[src/rtl/s2p_ram_writer_pkg.sv]
// Shared defaults for the serial-to-parallel RAM writer slice.
// Pure constants; no logic, no latency, no flow control.
package s2p_ram_writer_pkg;

  localparam int unsigned S2P_DEF_DATA_WIDTH = 8;
  localparam int unsigned S2P_DEF_ADDR_WIDTH = 4;

endpackage

[src/rtl/s2p_shifter.sv]
// Serial bit assembler: word_done/word are combinational on the completing accepted bit.
// No backpressure of its own; the parent gates bit_acc and reads last_bit to decide.
module s2p_shifter
  import s2p_ram_writer_pkg::*;
#(
  parameter int unsigned DATA_WIDTH = S2P_DEF_DATA_WIDTH,
  parameter bit          MSB_FIRST  = 1'b1
) (
  input  logic                  clk,
  input  logic                  reset,
  input  logic                  ser_in,
  input  logic                  bit_acc,
  input  logic                  ser_sync,
  output logic                  last_bit,
  output logic                  word_done,
  output logic [DATA_WIDTH-1:0] word
);

  localparam int unsigned CNT_W = (DATA_WIDTH > 1) ? $clog2(DATA_WIDTH) : 1;
  localparam logic [CNT_W-1:0] LAST_CNT = CNT_W'(DATA_WIDTH - 1);

  logic [DATA_WIDTH-1:0] sr_q, sr_d, sr_base;
  logic [CNT_W-1:0]      cnt_q, cnt_d, cnt_base;

  always_comb begin
    // A resync takes effect before a bit accepted in the same cycle.
    sr_base   = ser_sync ? '0 : sr_q;
    cnt_base  = ser_sync ? '0 : cnt_q;
    sr_d      = sr_base;
    cnt_d     = cnt_base;
    word_done = 1'b0;
    if (bit_acc) begin
      if (MSB_FIRST) begin
        sr_d = (sr_base << 1) | DATA_WIDTH'(ser_in);
      end else begin
        sr_d = (sr_base >> 1) | (DATA_WIDTH'(ser_in) << (DATA_WIDTH - 1));
      end
      if (cnt_base == LAST_CNT) begin
        word_done = 1'b1;
        cnt_d     = '0;
      end else begin
        cnt_d = cnt_base + 1'b1;
      end
    end
  end

  assign word     = sr_d;
  assign last_bit = (cnt_q == LAST_CNT);

  always_ff @(posedge clk) begin
    if (reset) begin
      sr_q  <= '0;
      cnt_q <= '0;
    end else begin
      sr_q  <= sr_d;
      cnt_q <= cnt_d;
    end
  end

endmodule

[src/rtl/s2p_ram_writer.sv]
// Serial-to-parallel RAM writer with FIFO pointers; word written one cycle after its last bit, visible the next edge.
// ser_ready drops on a word's last bit when the RAM (counting the in-flight write) is full.
module s2p_ram_writer
  import s2p_ram_writer_pkg::*;
#(
  parameter int unsigned DATA_WIDTH = S2P_DEF_DATA_WIDTH,
  parameter int unsigned ADDR_WIDTH = S2P_DEF_ADDR_WIDTH,
  parameter bit          MSB_FIRST  = 1'b1
) (
  input  logic                  clk,
  input  logic                  reset,
  input  logic                  ser_in,
  input  logic                  ser_valid,
  output logic                  ser_ready,
  input  logic                  ser_sync,
  output logic                  we,
  output logic [ADDR_WIDTH-1:0] addr_wr,
  output logic [DATA_WIDTH-1:0] din,
  output logic [ADDR_WIDTH-1:0] addr_rd,
  output logic                  rd_valid,
  input  logic                  rd_ready,
  output logic [ADDR_WIDTH:0]   count,
  output logic                  full
);

  localparam int unsigned DEPTH = 1 << ADDR_WIDTH;

  logic                  we_q, we_d;
  logic [DATA_WIDTH-1:0] din_q, din_d;
  logic [ADDR_WIDTH-1:0] wr_ptr_q, wr_ptr_d;
  logic [ADDR_WIDTH-1:0] rd_ptr_q, rd_ptr_d;
  logic [ADDR_WIDTH:0]   count_q, count_d;
  logic [ADDR_WIDTH+1:0] occ;
  logic                  last_bit, word_done, bit_acc, pop;
  logic [DATA_WIDTH-1:0] word;

  s2p_shifter #(
    .DATA_WIDTH (DATA_WIDTH),
    .MSB_FIRST  (MSB_FIRST)
  ) u_shifter (
    .clk       (clk),
    .reset     (reset),
    .ser_in    (ser_in),
    .bit_acc   (bit_acc),
    .ser_sync  (ser_sync),
    .last_bit  (last_bit),
    .word_done (word_done),
    .word      (word)
  );

  always_comb begin
    // The write already registered but not yet counted still claims a slot.
    occ       = {1'b0, count_q} + (ADDR_WIDTH + 2)'(we_q);
    ser_ready = !(last_bit && (occ >= (ADDR_WIDTH + 2)'(DEPTH)));
    bit_acc   = ser_valid & ser_ready;
    pop       = (count_q != '0) & rd_ready;
    we_d      = word_done;
    din_d     = word_done ? word : din_q;
    wr_ptr_d  = wr_ptr_q + ADDR_WIDTH'(we_q);
    rd_ptr_d  = rd_ptr_q + ADDR_WIDTH'(pop);
    count_d   = count_q + (ADDR_WIDTH + 1)'(we_q) - (ADDR_WIDTH + 1)'(pop);
  end

  always_ff @(posedge clk) begin
    if (reset) begin
      we_q     <= 1'b0;
      din_q    <= '0;
      wr_ptr_q <= '0;
      rd_ptr_q <= '0;
      count_q  <= '0;
    end else begin
      we_q     <= we_d;
      din_q    <= din_d;
      wr_ptr_q <= wr_ptr_d;
      rd_ptr_q <= rd_ptr_d;
      count_q  <= count_d;
    end
  end

  assign we       = we_q;
  assign din      = din_q;
  assign addr_wr  = wr_ptr_q;
  assign addr_rd  = rd_ptr_q;
  assign count    = count_q;
  assign rd_valid = (count_q != '0);
  assign full     = (count_q == (ADDR_WIDTH + 1)'(DEPTH));

endmodule

[config.mk]
export PLATFORM = sky130hd
export DESIGN_NAME = s2p_ram_writer
export DESIGN_NICKNAME = d
export VERILOG_FILES = /design/src/rtl/s2p_ram_writer_pkg.sv /design/src/rtl/s2p_shifter.sv /design/src/rtl/s2p_ram_writer.sv
export SDC_FILE = /design/constraint.sdc
export NUM_CORES = 1
export LEC_CHECK = 0
export CAP_MARGIN = 20
export CORE_ASPECT_RATIO = 1.75
export CORE_MARGIN = 2
export CORE_UTILIZATION = 35
export CTS_BUF_LIST = sky130_fd_sc_hd__clkbuf_4
export CTS_CLUSTER_SIZE = 10
export DETAILED_ROUTE_END_ITERATION = 8
export GPL_ROUTABILITY_DRIVEN = 0
export GPL_TIMING_DRIVEN = 0
export MAX_ROUTING_LAYER = met4
export PLACE_DENSITY = 0.54
export SYNTH_ARGS = -nofsm -noshare
export SYNTH_HDL_FRONTEND = slang
export SYNTH_HIERARCHICAL = 1
export SYNTH_SLANG_ARGS = --single-unit
[constraint.sdc]
create_clock -name clk -period 3.6 [get_ports clk]
set_clock_uncertainty 0.2 [all_clocks]
set_input_delay 0.36 -clock clk [delete_from_list [all_inputs] [get_ports clk]]
set_output_delay 0.36 -clock clk [all_outputs]
set_load 0.1 [all_outputs]
Word level (Yosys, flattened, before mapping)

Cells that the tools add are included.

ROM bits: 0
Bits in latches: 0
Bits in registers: 33
Output and inout port bits: 25
Bits in writable memories: 0
Memories kept: 0

Magnitude comparators: 1
$mul: 0
Shift-type cells: 0
Add/subtract/negate cells: 6
Divide/modulo/power cells: 0
Muxes and demuxes: 7
Bitwise logic cells: 3
Reduce and logical (&&, ||, !) cells: 3
Eq/ne operators: 3

Operator list:

| cell                                                                                | number |
|---|---|
| 8-bit two-way mux                                                                   | 2 |
| 3-bit two-way mux                                                                   | 3 |
| 4-bit by 1-bit adder with 4-bit output                                              | 2 |
| 8-bit by 1-bit OR with 8-bit output                                                 | 1 |
| 5-bit by 1-bit adder with 6-bit output                                              | 1 |
| 3-bit == test, second input constant                                                | 2 |
| 6-bit by 5-bit greater-or-equal comparator with 1-bit output, second input constant | 1 |
| 5-bit by 1-bit adder with 5-bit output                                              | 1 |
| 5-bit == test, second input constant                                                | 1 |
| 5-bit nonzero test                                                                  | 1 |
| 5-bit by 1-bit subtractor with 5-bit output                                         | 1 |
| 3-bit by 1-bit adder with 3-bit output, second input constant                       | 1 |
| 1-bit bitwise AND                                                                   | 2 |
| 1-bit two-way mux                                                                   | 2 |
| 1-bit logical AND                                                                   | 1 |
| 1-bit zero test                                                                     | 1 |

Logic depth before layout (Yosys ltp)

Gate-level depths: netlist (run 1).

Word-level depth: 6
Gate-level depth with buffers: 12

Cells and area by module

Netlist (run 1), hierarchy kept.

Modules (own cells, without submodules):

| module         | area an instance (um2) | instances | cells each | seq. area each (um2) |
|---|---|---|---|---|
| s2p_ram_writer | 1037.2                 | 1         | 105        | 440.4 |
| s2p_shifter    | 510.5                  | 1         | 54         | 220.2 |

Worst setup path after synthesis (run 1)

OpenSTA, ideal clock, no wires.

Path kind: reg2reg
From: reg count_q[2], in the netlist count[2]
To: reg count_q[4], in the netlist count[4]
Path buffers: 0
Cell stages (with the launch flop): 13
Arrival: 3.400 ns
Slack: -0.121 ns
Required time: 3.279 ns
Path through: dfxtp_1 inv_1 ha_1 or4b_4 and2_4 ha_1 inv_1 ha_1 inv_1 fa_1 nand2b_1 a21oi_1 mux2_2

Cells in the longest elaborated chain, start to end: 3

RTL lines:

| item                                        | line                 | text |
|---|---|---|
| start: declaration                          | s2p_ram_writer.sv:32 | `logic [ADDR_WIDTH:0] count_q, count_d;` |
| start signal: assignment                    | s2p_ram_writer.sv:76 | `count_q <= count_d;` |
| 5-bit nonzero test                          | --                   |  |
| net rd_valid                                | s2p_ram_writer.sv:20 | `output logic rd_valid,` |
| 1-bit bitwise AND                           | s2p_ram_writer.sv:56 | `pop = (count_q != '0) & rd_ready;` |
| 5-bit by 1-bit subtractor with 5-bit output | s2p_ram_writer.sv:61 | `count_d = count_q + (ADDR_WIDTH + 1)'(we_q) - (ADDR_WIDTH + 1)'(pop);` |

The timed path passes the listed nets, and every way through them passes these cells.
A chain may end at the register's enable or synchronous reset.

Final worst setup path (run 1)

From: reg count_q[2], in the netlist count[2]
To: reg count_q[4], in the netlist count[4]

Cells in the longest elaborated chain, start to end: 3

RTL lines:

| item                                                                           | line |
|---|---|
| branches (longest 2 deep; another with 5-bit by 1-bit adder with 5-bit output) | -- |
| 5-bit by 1-bit subtractor with 5-bit output *                                  | s2p_ram_writer.sv:61 |

Every way passes the cells marked *.

==> out/metrics.yaml, run 1 <==
status: "completed"
worstPathArrival_ps: 3160
dieArea_mm2: 0.00499
grt_pass1_wl_um: 5190
hpwlAfterDp_um: 2490
cts_made_buffers: 5
core_mm2: 0.00432
grt_start_max_net_pins: 13
num_rows: 32
hold_ws_ps: 308
syn_area_mm2: 0.00155
maxCapViolCount: 0
root_buffer: "clkbuf_4"
ioPinCount: 31
cts_resized: 0
fp.dieH_um: 92.0
drtAntennaViolNets: 0
r2r_start: "count[2]"
insertion_delay_ps: 320
startpoint: "count[2]"
vias_per_cell: 4.82
regArea_um2: 663
vias: 1191
slew_violations: 0
final_core_util: 0.454
area_growth_pct: 26.8
cpMaxStageDelayCell: "or4b_4"
cpPeakStageDelay_ps: 460
cts_tree: "done"
cp_top_family: "adder cells"
min_period_ps: 3140
cp_cell_sequence: "inv_1 -> ha_1 -> or4b_4 -> and2_4 -> ha_1 -> inv_1 -> ha_1 -> inv_1 -> fa_1 -> nand2b_1 -> a21oi_1 -> mux2_2"
worstHoldPathType: "reg2reg"
slew_headroom: 0.345
grt_overflow: 0
start_kind: "flip-flop"
start_util: 0.358
path_clk_slew_ps: 100
ctsLongestPathBuffers: 2
setup-tns-final_ps: 0
drive_gt1_frac: 0.107
crit_required_ps: 3620
post-cts-setup-buffer-count: 0
io_buffers: 30
gr-usage-all-layers: 0.146
wirelength_um: 3160
cp-end-kind: "flip-flop"
ys_ff_latch: 33
p_leak_nw: 0.812
synth_fp_nets: 181
p_total_w: 0.00135
vdd_ir_drop_max_mv: 0.524
timing.final.crit_share: 0.873
drt_iter0_drc: 13
drc: 0
path_class: "reg2reg"
syn_inst: 159
drt_pre_antenna_iters: 3
hold_violations: 0
yosys_warnings: 6
setup_viol: 0
multi_input_area_um2: 822
min_from: "din[2]"
grt_pass1_vias: 1183
rsz0062_at_grt: "no"
powerDensity_mw_per_mm2: 688
die_w_um: 54.3
cts.htree.levels: 2
wl_per_cell_um: 12.8
antenna_found_initial: 0
synth_cell_types: 32
fin_nets: 218
worst_slew_pin_slew_ps: 979
hold_buffers: 0
cp_num_buf_inv: 3
antennaDiodeCount: 0
clock.fmax_mhz: 318
synth-seq-area-share: 0.427
syn_avg_cell_area_um2: 9.73
fillers: 457
cts_sinks: 33
crit_path_max_fanout: 5
==> logic make-up (layout without fill, tap and decap cells) <==
family,count (synthesis),after routing,synth area share
xor+xnor,6,6,0.0340
buf+inv,14,51,0.0420
fa+ha+maj,16,16,0.134
simple gates,64,64,0.211
compound gates,9,9,0.0404
mux,17,17,0.112
flops,33,33,0.427
==> sequential cells by signal, indices dropped and copies added, names as in the netlist <==
signal and cells:
din 8, u_shifter/sr_q 8, count 5, addr_rd 4, addr_wr 4, u_shifter/cnt_q 3
we 1
==> final cells by class <==
| cell class | instances | area share |
|---|---|---|
| clock buffers | 6 | 0.0229 |
| flip-flops and latches | 33 | 0.338 |
| well taps | 51 | 0.0325 |
| plain buffers | 6 | 0.0178 |
| repair buffers | 30 | 0.153 |
| inverters | 8 | 0.0153 |
| clock inverters | 1 | 0.00191 |
| multi-input cells | 112 | 0.419 |
==> worst reg2reg max path: stages, from the launching register on <==
cell	delay, ps
dfxtp_2	350
inv_1	80
ha_1	170
or4b_4	460
and2_4	180
ha_1	260
inv_1	60
ha_1	160
inv_1	60
fa_1	400
nand2b_1	170
a21oi_1	150
mux2_2	340
==> metrics by stage <==
| stage | worst slack, ps | instance area [µm²] | instances |
|---|---|---|---|
| 2_1_floorplan | 21.1 | 1550 | 159 |
| 3_3_place_gp | 465 | 1910 | 240 |
| 3_5_place_dp | 420 | 1910 | 240 |
| 4_1_cts | 417 | 1960 | 247 |
| 5_1_grt | 306 | 1960 | 247 |
| 6_report | 456 | 1960 | 247 |
==> synthesized netlist by cell type, drive strengths merged <==
library cell / n / area [µm²]
dfxtp: 33 / 661
nor2: 33 / 124
ha: 15 / 188
mux2i: 15 / 150
nor2b: 9 / 56.3
inv: 8 / 30.0
a21oi: 5 / 28.8
nand2: 5 / 18.8
nand3: 4 / 20.0
and2b: 3 / 27.5
buf: 3 / 23.8
clkbuf: 3 / 11.3
xnor2: 3 / 26.3
xor2: 3 / 26.3
and2: 2 / 15.0
mux2: 2 / 22.5
nand2b: 2 / 12.5
o2bb2ai: 2 / 17.5
a211oi: 1 / 7.51
a31o: 1 / 8.76
and3: 1 / 6.26
and4: 1 / 8.76
fa: 1 / 20.0
nand4: 1 / 6.26
or2: 1 / 6.26
or3b: 1 / 11.3
or4b: 1 / 13.8
==> cells in the final DEF, fill, tap and decap left out, types with 2 or more instances in the layout <==
cell type and count:
a21oi_1 4, and2b_2 2, clkbuf_1 3, clkbuf_4 6
clkdlybuf4s50_1 30, dfxtp_1 31, dfxtp_2 2, ha_1 15
inv_1 8, mux2_2 2, mux2i_1 15, nand2_1 5
nand2b_1 2, nand3_1 4, nor2_1 33, nor2b_1 9
o2bb2ai_1 2, xnor2_1 3, xor2_1 3
==> layer usage <==
layer,up-vias,global-route usage,share of wire
met3,5,0.0293,0.037
met2,28,0.245,0.55
met5,-,-,0
li1,597,-,-
met1,561,0.159,0.40
met4,0,0.0625,0.019
==> worst paths after layout <==
kind	depth (start not counted)	slack, ps	to
setup reg to reg	12	460	count[4]
setup / recovery	12	460	count[4]
hold / removal	2	310	din[2]
hold reg to reg	2	310	din[2]
==> where the power goes <==
part / switching [W] / total (W) / internal [W] / leakage (nW)
Sequential: 0.0000458 / 0.000450 / 0.000404 / 0.268
Combinational: 0.000483 / 0.000707 / 0.000224 / 0.515
Clock: 0.000116 / 0.000194 / 0.0000784 / 0.0292
Power figures use the tool's default switching activity.
==> inputs of run 2 (changes only) <==
Settings changed: CORE_MARGIN 2 to 1.5.
Clock period 3.6 ns to 4.1 ns, I/O delays scaled along.
==> run 2 against run 1 <==
  * Combinational power down 13%
  * Clock-buffer cell count unchanged
  * Non-clock buffer count unchanged
  * First-iteration DRC count down 23%
  * Cell count down 0.81%
  * Design area down 0.25%
  * Global-route usage up 1.2 points
  * Register-to-register slack better by 460 ps
  * Sequential share of layout area about the same
  * Highest routed layer unchanged
==> out/metrics.yaml, run 2 (same netlist as run 1, synthesis figures left out) <==
cts_made_buffers: 5  # unchanged
antennaDiodeCount: 0  # unchanged
cp-end-kind: "flip-flop"  # unchanged
area_growth_pct: 26.5  # was 26.8%
grt_overflow: 0  # unchanged
clock.fmax_mhz: 315  # was 318 MHz
drc: 0  # unchanged
powerDensity_mw_per_mm2: 604  # was 688 mW/mm²
wirelength_um: 3230  # was 3160 µm
vdd_ir_drop_max_mv: 0.538  # was 0.524 mV
timing.final.crit_share: 0.775  # was 0.873
hpwlAfterDp_um: 2430  # was 2490 µm
drive_gt1_frac: 0.0969  # was 0.107
design_area_mm2: 0.00196  # about the same
grt_pass1_vias: 1203  # was 1183
hold_buffers: 0  # unchanged
num_rows: 31  # was 32
ctsLongestPathBuffers: 2  # unchanged
drt_pre_antenna_iters: 4  # was 3
fp.dieH_um: 91.0  # was 92.0 µm
slew_violations: 0  # unchanged
core_mm2: 0.00419  # was 0.00432 mm²
start_kind: "flip-flop"  # unchanged
fillers: 418  # was 457
vias: 1176  # was 1191
cts_sinks: 33  # unchanged
maxCapViolCount: 0  # unchanged
holdPathStages: 2  # unchanged
cts_tree: "done"  # unchanged
path_clk_slew_ps: 100  # about the same
status: "completed"  # unchanged
fin_nets: 218  # unchanged
die_w_um: 53.3  # was 54.3 µm
placed_area_mm2: 0.00191  # about the same
cts.htree.levels: 2  # unchanged
start_util: 0.369  # was 0.358
hold_violations: 0  # unchanged
vias_per_cell: 4.80  # was 4.82
grt_start_max_net_pins: 13  # unchanged
drtAntennaViolNets: 0  # unchanged
cts_resized: 0  # unchanged
p_leak_nw: 0.812  # about the same
worstHoldPathType: "reg2reg"  # unchanged
crit_required_ps: 4120  # was 3620 ps
slew_headroom: 0.341  # was 0.345
root_buffer: "clkbuf_4"  # unchanged
insertion_delay_ps: 330  # was 320 ps
gr-usage-all-layers: 0.158  # was 0.146
setup_viol: 0  # unchanged
crit_path_max_fanout: 5  # unchanged
pre_cts_ws_ps: 895  # was 420 ps
drt_iter0_drc: 10  # was 13
setup_slack_ps: 921  # was 456 ps
worst_slew_pin_slew_ps: 986  # was 979 ps
post-cts-setup-buffer-count: 0  # unchanged
wl_per_cell_um: 13.2  # was 12.8 µm
final_core_util: 0.467  # was 0.454
grt_pass1_wl_um: 5480  # was 5190 µm
dieArea_mm2: 0.00485  # was 0.00499 mm²
path_class: "reg2reg"  # unchanged
rr_worst_depth: 12  # unchanged
most-common-layout-cells: "33 x nor2_1, 33 x dfxtp_1, 30 x clkdlybuf4s50_1, 15 x mux2i_1, 15 x ha_1"  # was 33 x nor2_1, 31 x dfxtp_1, 30 x clkdlybuf4s50_1, 15 x mux2i_1, 15 x ha_1
ioPinCount: 31  # unchanged
worstPathArrival_ps: 3200  # was 3160 ps
rsz0062_at_grt: "no"  # unchanged
antenna_found_initial: 0  # unchanged
min_period_ps: 3180  # was 3140 ps
setup-tns-final_ps: 0  # unchanged
io_buffers: 30  # unchanged
## run 2: cell counts in the layout (fill, tap and decap cells not counted)
Identical to the previous run, type by type.
## run 2: where the power goes
| part | switching, W | total, W | internal, W |
|---|---|---|---|
| clock network | 0.000103 | 0.000171 | 0.0000688 |
| logic | 0.000423 | 0.000618 | 0.000195 |
| registers | 0.0000398 | 0.000393 | 0.000353 |
| total | 0.000566 | 0.00118 | 0.000617 |
## run 2: worst paths after layout
check / start / endpoint / slack, ps
setup / recovery: count[2] / count[4] / 920
hold / removal: din[6] / din[6] / 310
setup reg to reg: count[2] / count[4] / 920
hold reg to reg: din[6] / din[6] / 310
## run 2: layer usage
metal / vias up / share of wire / global-route usage
met5: - / 0 / -
met2: 27 / 0.55 / 0.264
met4: 0 / 0.022 / 0.0705
li1: 595 / - / -
met1: 548 / 0.39 / 0.167
met3: 6 / 0.042 / 0.0395
## run 2: per-stage QoR
step	hold slack, ps	std cells	power, W
after global routing	348	245	0.00126
after detailed placement	283	238	0.00103
after global placement	282	238	0.00102
final	307	245	0.00118
after CTS	321	245	0.00120
after floorplan	272	159	0.000893
## run 2: critical path, cell delays in order (launching register included)
cell	delay, ps
dfxtp_1	370
inv_1	90
ha_1	160
or4b_4	460
and2_4	180
ha_1	260
inv_1	50
ha_1	150
inv_1	50
fa_1	390
nand2b_1	170
a21oi_1	180
mux2_2	350
## run 2: final cells by class
| class | count | area (µm²) | area share |
|---|---|---|---|
| plain buffers | 6 | 35.0 | 0.0179 |
| clock buffers | 6 | 45.0 | 0.0230 |
| clock inverters | 1 | 3.75 | 0.00192 |
| inverters | 8 | 30.0 | 0.0153 |
| multi-input cells | 112 | 822 | 0.420 |
| flip-flops and latches | 33 | 661 | 0.337 |
| well taps | 49 | 61.3 | 0.0313 |
| repair buffers | 30 | 300 | 0.153 |
